$ cat src/rtl/dcache_responder_if.sv
// CPU data-access handshake plus backing word-memory port for dcache_responder.
// The slave modport is the cache; the master modport is the CPU/memory side.
interface dcache_responder_if;
  logic        read;
  logic [3:0]  write;
  logic [31:0] addr;
  logic [31:0] wdata;
  logic [31:0] rdata;
  logic        data_ready;
  logic        mem_req;
  logic        mem_we;
  logic [31:0] mem_addr;
  logic [31:0] mem_wdata;
  logic [3:0]  mem_wstrb;
  logic [31:0] mem_rdata;
  logic        mem_ack;

  modport slave (
    input  read, write, addr, wdata, mem_rdata, mem_ack,
    output rdata, data_ready, mem_req, mem_we, mem_addr, mem_wdata, mem_wstrb
  );

  modport master (
    output read, write, addr, wdata, mem_rdata, mem_ack,
    input  rdata, data_ready, mem_req, mem_we, mem_addr, mem_wdata, mem_wstrb
  );
endinterface

$ cat src/rtl/dcache_responder.sv
// Direct-mapped, one-word-per-line, write-through, no-write-allocate data cache
// answering CPU loads/stores with a one-cycle data_ready pulse.
module dcache_responder #(
  parameter int INDEX_BITS = 4
) (
  input  logic              clk,
  input  logic              rst,
  dcache_responder_if.slave bus
);

  localparam int TAG_BITS = 30 - INDEX_BITS;
  localparam int LINES    = 1 << INDEX_BITS;

  typedef enum logic [1:0] {S_IDLE, S_MEM_RD, S_MEM_WR, S_RESP} state_t;

  state_t                r_state;
  logic [LINES-1:0]      r_valid;
  logic [TAG_BITS-1:0]   r_tag  [LINES];
  logic [31:0]           r_line [LINES];
  logic [31:0]           r_rdata;
  logic                  r_data_ready;
  logic                  r_mem_req;
  logic                  r_mem_we;
  logic [31:0]           r_mem_addr;
  logic [31:0]           r_mem_wdata;
  logic [3:0]            r_mem_wstrb;

  logic [INDEX_BITS-1:0] w_req_idx;
  logic [TAG_BITS-1:0]   w_req_tag;
  logic                  w_req_hit;
  logic                  w_store;
  logic [INDEX_BITS-1:0] w_fill_idx;
  logic [TAG_BITS-1:0]   w_fill_tag;
  logic                  w_unused;

  // Byte-lane merge of store data into an existing word.
  function automatic logic [31:0] merge_bytes(input logic [31:0] old_w,
                                              input logic [31:0] new_w,
                                              input logic [3:0]  be);
    logic [31:0] res;
    for (int b = 0; b < 4; b++)
      res[8*b +: 8] = be[b] ? new_w[8*b +: 8] : old_w[8*b +: 8];
    return res;
  endfunction

  assign w_req_idx  = bus.addr[INDEX_BITS+1:2];
  assign w_req_tag  = bus.addr[31:INDEX_BITS+2];
  assign w_req_hit  = r_valid[w_req_idx] && (r_tag[w_req_idx] == w_req_tag);
  assign w_store    = (bus.write != 4'b0000);
  // The outstanding miss address selects the line to fill.
  assign w_fill_idx = r_mem_addr[INDEX_BITS+1:2];
  assign w_fill_tag = r_mem_addr[31:INDEX_BITS+2];
  // Byte-offset bits play no role in a word cache.
  assign w_unused   = &{1'b0, bus.addr[1:0], r_mem_addr[1:0]};

  assign bus.rdata      = r_rdata;
  assign bus.data_ready = r_data_ready;
  assign bus.mem_req    = r_mem_req;
  assign bus.mem_we     = r_mem_we;
  assign bus.mem_addr   = r_mem_addr;
  assign bus.mem_wdata  = r_mem_wdata;
  assign bus.mem_wstrb  = r_mem_wstrb;

  // Tag/data arrays: store-hit merge in IDLE, line fill on read ack; never reset.
  always_ff @(posedge clk) begin
    if (rst) begin
      if (r_state == S_IDLE && w_store && w_req_hit) begin
        r_line[w_req_idx] <= merge_bytes(r_line[w_req_idx], bus.wdata, bus.write);
      end else if (r_state == S_MEM_RD && bus.mem_ack) begin
        r_line[w_fill_idx] <= bus.mem_rdata;
        r_tag[w_fill_idx]  <= w_fill_tag;
      end
    end
  end

  // Control FSM with registered outputs; stores win over loads in IDLE.
  always_ff @(posedge clk) begin
    if (!rst) begin
      r_state      <= S_IDLE;
      r_valid      <= '0;
      r_rdata      <= '0;
      r_data_ready <= 1'b0;
      r_mem_req    <= 1'b0;
      r_mem_we     <= 1'b0;
      r_mem_addr   <= '0;
      r_mem_wdata  <= '0;
      r_mem_wstrb  <= '0;
    end else begin
      r_data_ready <= 1'b0;
      case (r_state)
        S_IDLE: begin
          if (w_store) begin
            r_mem_addr  <= {bus.addr[31:2], 2'b00};
            r_mem_wdata <= bus.wdata;
            r_mem_wstrb <= bus.write;
            r_mem_we    <= 1'b1;
            r_mem_req   <= 1'b1;
            r_state     <= S_MEM_WR;
          end else if (bus.read) begin
            if (w_req_hit) begin
              r_rdata      <= r_line[w_req_idx];
              r_data_ready <= 1'b1;
              r_state      <= S_RESP;
            end else begin
              r_mem_addr <= {bus.addr[31:2], 2'b00};
              r_mem_we   <= 1'b0;
              r_mem_req  <= 1'b1;
              r_state    <= S_MEM_RD;
            end
          end
        end
        S_MEM_RD: begin
          if (bus.mem_ack) begin
            r_valid[w_fill_idx] <= 1'b1;
            r_rdata             <= bus.mem_rdata;
            r_mem_req           <= 1'b0;
            r_data_ready        <= 1'b1;
            r_state             <= S_RESP;
          end
        end
        S_MEM_WR: begin
          if (bus.mem_ack) begin
            r_mem_req    <= 1'b0;
            r_mem_we     <= 1'b0;
            r_data_ready <= 1'b1;
            r_state      <= S_RESP;
          end
        end
        // One-cycle response; the held request is not resampled here.
        S_RESP:  r_state <= S_IDLE;
        default: r_state <= S_IDLE;
      endcase
    end
  end

endmodule

$ cat src/flat_wrapper.sv
// flat-port wrapper written by rule: the top's interface ports become plain ports
module dcache_responder_flat 
#(
  parameter int INDEX_BITS = 4
)
  (clk, rst, bus_read, bus_write, bus_addr, bus_wdata, bus_mem_rdata, bus_mem_ack, bus_rdata, bus_data_ready, bus_mem_req, bus_mem_we, bus_mem_addr, bus_mem_wdata, bus_mem_wstrb);
  dcache_responder_if bus_i ();
  input  logic clk;
  input  logic rst;
  input wire logic [$bits(bus_i.read)-1:0] bus_read;
  input wire logic [$bits(bus_i.write)-1:0] bus_write;
  input wire logic [$bits(bus_i.addr)-1:0] bus_addr;
  input wire logic [$bits(bus_i.wdata)-1:0] bus_wdata;
  input wire logic [$bits(bus_i.mem_rdata)-1:0] bus_mem_rdata;
  input wire logic [$bits(bus_i.mem_ack)-1:0] bus_mem_ack;
  output wire logic [$bits(bus_i.rdata)-1:0] bus_rdata;
  output wire logic [$bits(bus_i.data_ready)-1:0] bus_data_ready;
  output wire logic [$bits(bus_i.mem_req)-1:0] bus_mem_req;
  output wire logic [$bits(bus_i.mem_we)-1:0] bus_mem_we;
  output wire logic [$bits(bus_i.mem_addr)-1:0] bus_mem_addr;
  output wire logic [$bits(bus_i.mem_wdata)-1:0] bus_mem_wdata;
  output wire logic [$bits(bus_i.mem_wstrb)-1:0] bus_mem_wstrb;
  assign bus_i.read = bus_read;
  assign bus_i.write = bus_write;
  assign bus_i.addr = bus_addr;
  assign bus_i.wdata = bus_wdata;
  assign bus_i.mem_rdata = bus_mem_rdata;
  assign bus_i.mem_ack = bus_mem_ack;
  assign bus_rdata = bus_i.rdata;
  assign bus_data_ready = bus_i.data_ready;
  assign bus_mem_req = bus_i.mem_req;
  assign bus_mem_we = bus_i.mem_we;
  assign bus_mem_addr = bus_i.mem_addr;
  assign bus_mem_wdata = bus_i.mem_wdata;
  assign bus_mem_wstrb = bus_i.mem_wstrb;
  dcache_responder #(.INDEX_BITS(INDEX_BITS)) u_core (.clk(clk), .rst(rst), .bus(bus_i));
endmodule
$ cat config.mk
export PLATFORM = sky130hd
export DESIGN_NAME = dcache_responder_flat
export DESIGN_NICKNAME = d
export VERILOG_FILES = /design/src/rtl/dcache_responder_if.sv /design/src/rtl/dcache_responder.sv /design/src/flat_wrapper.sv
export SDC_FILE = /design/constraint.sdc
export NUM_CORES = 1
export LEC_CHECK = 0
export CAP_MARGIN = 40
export CORE_UTILIZATION = 45
export DETAILED_ROUTE_END_ITERATION = 12
export GPL_TIMING_DRIVEN = 1
export PLACE_DENSITY_LB_ADDON = 0.1
export SYNTH_ARGS = -nofsm -noshare
export SYNTH_HDL_FRONTEND = slang
export SYNTH_SLANG_ARGS = --single-unit
$ cat constraint.sdc
create_clock -name clk -period 8.35 [get_ports clk]
set_input_delay 1.2525 -clock clk [delete_from_list [all_inputs] [get_ports clk]]
set_output_delay 1.2525 -clock clk [all_outputs]
set_load 0.1 [all_outputs]
After elaboration in Yosys (flattened, before gate mapping)

Memory sizes are Yosys's and may differ from the RTL's.
Index checks and enable logic that the tools add are counted.

Register bits after elaboration: 121
Bits in writable memories: 928
Memories kept: 2

Equal/unequal tests: 13
Muxes and demuxes: 45
Bitwise gates (word level): 1
Order comparisons: 3
Reductions and logical operators: 20

Memories:

| name          | depth | width | read ports | clocked after memory_dff | write ports | RTL line               | text |
|---|---|---|---|---|---|---|---|
| u_core.r_line | 16    | 32    | 1          | 0                        | 1           | dcache_responder.sv:19 | `logic [31:0] r_line [LINES];` |
| u_core.r_tag  | 16    | 26    | 1          | 0                        | 1           | dcache_responder.sv:18 | `logic [TAG_BITS-1:0] r_tag [LINES];` |

Operator list:

| kind                 | count |
|---|---|
| $mux W32             | 8 |
| $pmux W32 S2         | 1 |
| $mux W8              | 4 |
| $reduce_or A32 Y1    | 1 |
| $eq A26 B26 Y1       | 1 |
| $mux W1              | 21 |
| $or A16 B16 Y16      | 1 |
| $lt A4 B5 Y1 const B | 2 |
| $ne A2 B2 Y1 const B | 5 |
| $mux W2              | 4 |
| $reduce_and A4 Y1    | 2 |
| $reduce_bool A2 Y1   | 4 |
| $pmux W1 S2          | 3 |
| $pmux W2 S3          | 1 |
| $reduce_and A2 Y1    | 3 |
| $logic_and A1 B1 Y1  | 5 |
| $reduce_and A5 Y1    | 1 |
| $bmux W1 S4          | 1 |
| $demux W1 S4         | 1 |
| $eq A2 B2 Y1 const B | 2 |
| $ge A4 B1 Y1 const B | 1 |
| $mux W4              | 1 |
| $ne A2 B1 Y1 const B | 2 |
| $reduce_bool A4 Y1   | 1 |
| other kinds (6)      | 6 |

Logic depth before layout (Yosys ltp)

Word-level depth: 9
Depth in mapped cells: 14
Depth with buffers taken out: 9

Least setup slack after synthesis

OpenSTA, ideal clock, no wires.

Kind: input to register
Start point: input port bus_addr[4]
End point: memory u_core.r_line[10][0] (enable)
Buffers on the path: 3
Cell stages on the path: 12
Data required time: 7.918 ns
Path slack: 2.147 ns
Data arrival time: 5.771 ns
Cell sequence: buf_2 -> buf_2 -> buf_2 -> mux4_2 -> a22oi_1 -> nand2_1 -> xnor2_1 -> nand2_1 -> or4_4 -> nor4_4 -> mux2_4 -> a21oi_1

Longest elaborated chain between the ends: 9

RTL lines:

| item                                                       | RTL line               | text |
|---|---|---|
| start, declared                                            | flat_wrapper.sv:12     | `input wire logic [$bits(bus_i.addr)-1:0] bus_addr;` |
| $mem_v2 Z16 W26 / $bmux W1 S4 (equally long branches)      | -                      |  |
| $eq A26 B26 Y1 / $mux W1 (equally long branches)           | dcache_responder.sv:48 | `assign w_req_hit = r_valid[w_req_idx] && (r_tag[w_req_idx] == w_req_tag);` |
| $logic_and A1 B1 Y1                                        | dcache_responder.sv:48 |  |
| $logic_and A1 B1 Y1                                        | dcache_responder.sv:67 | `if (r_state == S_IDLE && w_store && w_req_hit) begin` |
| $mux W1                                                    | dcache_responder.sv:67 |  |
| $mux W1                                                    | dcache_responder.sv:66 | `if (rst) begin` |
| $mux W1 (implied by the code)                              | dcache_responder.sv:70 | `r_line[w_fill_idx] <= bus.mem_rdata;` |
| $reduce_or A32 Y1 (no source line)                         | -                      |  |
| $mux W4 (no source line) / $mux W1 (equally long branches) | -                      |  |
| end, declared                                              | dcache_responder.sv:19 |  |

Parallel ways exist; a longest one is shown, timed or not. The select of a mux whose other input is x is not followed.

Final worst setup path

Start point: input port bus_addr[4]
End point: memory u_core.r_line[10][4] (data pin)

Longest elaborated chain between the ends: 9

RTL lines:

| item                                                  | RTL line |
|---|---|
| $mem_v2 Z16 W26 / $bmux W1 S4 (equally long branches) | - |
| $eq A26 B26 Y1 / $mux W1 (equally long branches)      | dcache_responder.sv:48 |
| $logic_and A1 B1 Y1                                   | dcache_responder.sv:48 |
| $logic_and A1 B1 Y1                                   | dcache_responder.sv:67 |
| $mux W1                                               | dcache_responder.sv:67 |
| $mux W1                                               | dcache_responder.sv:66 |
| $mux W1 (implied by the code)                         | dcache_responder.sv:70 |
| $reduce_or A32 Y1 (no source line)                    | - |
| $mux W32 (no source line) *                           | - |

Mark *: on every way between the ends. The rest lies on a longest branch, timed or not. The select of a mux whose other input is x is not followed.

==> impl_results.md <==
- Die Area: about 94000 sq um
- Vias in the first global route: between 20000 and 25000
- Critical path required time: 8670 ps
- Clock skew: between 15 and 20 ps
- Syn avg cell area: slightly below 20 sq um
- Vias per cell: between 5 and 6
- Final setup viols: 0
- Final sum of negative setup slack: 0 ps
- CTS tree: yes
- Relative slew slack: about a third
- DR DRC count: 0
- Worst slew pin tran: just under 1000 ps
- Cell area after layout: just over 50000 sq um
- ANT cells: 0
- Routed len/inst: about 28 um
- Reg2Reg Depth: 10
- Startpoint types: input pin
- Cells after Synth: ~2100
- IO Count: about 210
- Initial antenna violation count: 2
- Most frequent cells in the layout: edfxtp_1, mux4_2, clkdlybuf4s50_1
- Initial Util: roughly 45%
- Share of cells above drive strength 1: roughly 28%
- Root buffer cell: clkbuf_16
- WS Path Type: input pin to flip-flop
- Number of flops mapped to enable cells by yosys: 928
- First drt pass iteration count: 5
- Largest net degree at the start of global routing: 97
- Max clock buf depth: 3
- CP endpoint: u_core.r_line[10][4]
- Row Count: approximately 110
- Most Crowded Layer GR: met2
- GP Congestion: 0.807
- Met2 Resource Use GR: approximately two fifths
- Crit-path cells: buf_6, buf_12, mux4_1, mux4_2, xnor2_2, o2111ai_2, nor4_4, nand4_1, nand2_2, buf_4, mux2_1
- Port-buffer cells: approximately 200
- Worst Hold Class: flip-flop to flip-flop
- Period minus WS final: about 6200 ps
- Clock Sink Count: ~1000
- Worst IR Drop VDD: 0.294 mV
- Post-synthesis cell area: about 42000 sq um
- Hold Buf Count CTS: 0
- Final Max Tran Viols: 0
- Synthesized flop and latch total: about 1000
- Post-route ant nets: 0
- Initial DRC count: 1939
- Cell variety after synth: slightly above 70
- Leakage: 0.0167 uW
- Clock latency on the worst-skew pair: about 670 ps
- Placed Area: roughly 47000 sq um
- Final worst-path cycle share: 73.8%
- Crit path DAT: 6480 ps
- Met1 Usage GRT: a little under a third
- Total chip power: about 15000 uW
- Final hold slack: between 400 and 500 ps
- Nets@finish: around 2600
- Hpwl dp: 60100 um
- RSZ-0062 raised after global routing: no
- Die X-Extent: between 300 and 400 um
- Core Area: approximately 92000 sq um
- Post_cts resized: 0
- Run status: complete, no violations
- Ys flop type: edfxtp_1
- Slowest cell on crit path: nor4_4
- Worst R2R End: u_core.r_line[10][4]
- GR Util All Layers: approximately 23%
- Layout area overhead: 22.4%
- CP startpoint: bus_addr[4]
- Num CTS Buffers: roughly 110
- R2r setup slk: 3370 ps
- DR vias: between 20000 and 25000
- Final wirelength: between 100000 and 150000 um
- GRT overflow: 0
- Pwr per Cell Area: slightly below 300 nW/um^2
- Fin util: between 50% and 60%
- Post-synthesis sequential area ratio: between 70% and 80%
- Hold Path Stages: 2
- Post-synth ARST share: 0%
- Post-CTS setup buffer count: 0
- Fin. Hold Viols: 0
- CTS H-tree depth: 3
- Die Y-Extent: 307 um
- YS warnings: 0
- Met3 Use GR: between 3 and 4%
- Worst-path clk slew: roughly 60 ps
- Reg2reg start: u_core.r_tag[9][23]
- Commonest non-fill, non-tap cell in the layout: edfxtp_1
- Max Freq: between 150 and 200 MHz
- CP endpoint kind: flip-flop
- First-pass GRT wire length: roughly 160000 um
- Max-cap violation count: 0
- CP peak stage delay: 740 ps
- Critical path peak fanout: 63
==> cell families after synthesis <==
group,Yosys count,share of synthesized area (%)
other,1,0.00899
AOI/OAI and AO/OA,204,3.91
muxes,413,17.9
xor gates and xnor gates,35,0.753
adders and majority gates,4,0.120
buffers and inverters,146,1.62
DFF,1047,72.5
and+or+nand+nor,291,3.24
==> cell usage after synthesis (8+ instances only) <==
master | instances | area (sq um)
clkbuf_1 | 63 | 236
mux4_2 | 245 | 5520
inv_1 | 13 | 48.8
a21boi_0 | 32 | 240
nor2b_1 | 16 | 100
nor2_1 | 32 | 120
a21oi_1 | 21 | 105
nand2_1 | 177 | 664
o21ai_0 | 20 | 100
xnor2_1 | 16 | 140
o221a_1 | 10 | 113
xor2_1 | 18 | 158
mux2i_1 | 79 | 791
buf_2 | 28 | 140
dfxtp_1 | 119 | 2380
edfxtp_1 | 928 | 27900
o211ai_1 | 8 | 60.1
mux4_1 | 9 | 236
a22oi_1 | 14 | 105
buf_4 | 14 | 105
o22a_1 | 32 | 280
mux2_2 | 61 | 687
nand3_1 | 11 | 55.1
o221a_2 | 22 | 248
nand2b_1 | 8 | 50.1
buf_1 | 22 | 82.6
mux2_1 | 18 | 203
nor3_1 | 10 | 50.1
==> per-layer routing <==
metal  up-vias  wire, um
li1       9481         -
met2       642     54700
met1     11900     45200
met4         4      2430
met5         -        18
met3       147      5430
==> worst min-delay path by stage <==
stage                       startpoint                 end  slack (ps)
global route        u_core.r_valid[13]  u_core.r_valid[13]         480
finish              u_core.r_valid[13]  u_core.r_valid[13]         460
detailed placement  u_core.r_valid[10]  u_core.r_valid[10]         440
floorplan            u_core.r_valid[0]   u_core.r_valid[0]         420
global placement     u_core.r_valid[3]   u_core.r_valid[3]         430
CTS                 u_core.r_valid[10]  u_core.r_valid[10]         460
==> worst max-delay path: cells and delay by family <==
kind / cells / cell delay, ps
AO/OA/AOI/OAI: 1 / 270
XOR/XNOR: 1 / 220
buffers and inverters: 3 / 1430
multiplexers: 3 / 1450
AND/OR/NAND/NOR: 3 / 1770
==> registers in the layout, summed over array words and instances (netlist names) <==
signal,count
u_core.r_tag,416
u_core.bus.data_ready,1
u_core.bus.mem_wstrb,4
u_core.bus.mem_we,1
u_core.bus.mem_req,1
u_core.bus.mem_addr,30
u_core.bus.rdata,32
u_core.r_valid,16
u_core.bus.mem_wdata,32
u_core.r_state,2
u_core.r_line,512
==> power by group <==
part	internal, uW	total, uW	switching [uW]	leakage, uW
clock network	2870	4850	1980	0.00177
logic	1350	3700	2350	0.00557
registers	6100	6360	262	0.00939
total	10300	14900	4590	0.0167
==> metrics by stage <==
| stage | std cells | worst slack [ps] |
|---|---|---|
| final | 3827 | 2190 |
| after global routing | 3827 | 2070 |
| after CTS | 3827 | 2170 |
| after detailed placement | 3624 | 1480 |
| after global placement | 3519 | 1530 |
| after floorplan | 2142 | 2150 |
==> cell type report <==
cell class                 count  area, sq um
fill                        6984        40700
sequential                  1047        30200
multi-input combinational    949        11100
timing repair buffer         371         4480
clock buffer                 143         2980
tap                         1243         1560
clock inverter                60          624
inverter                      14         53.8
(Power assumes the default switching activity.)
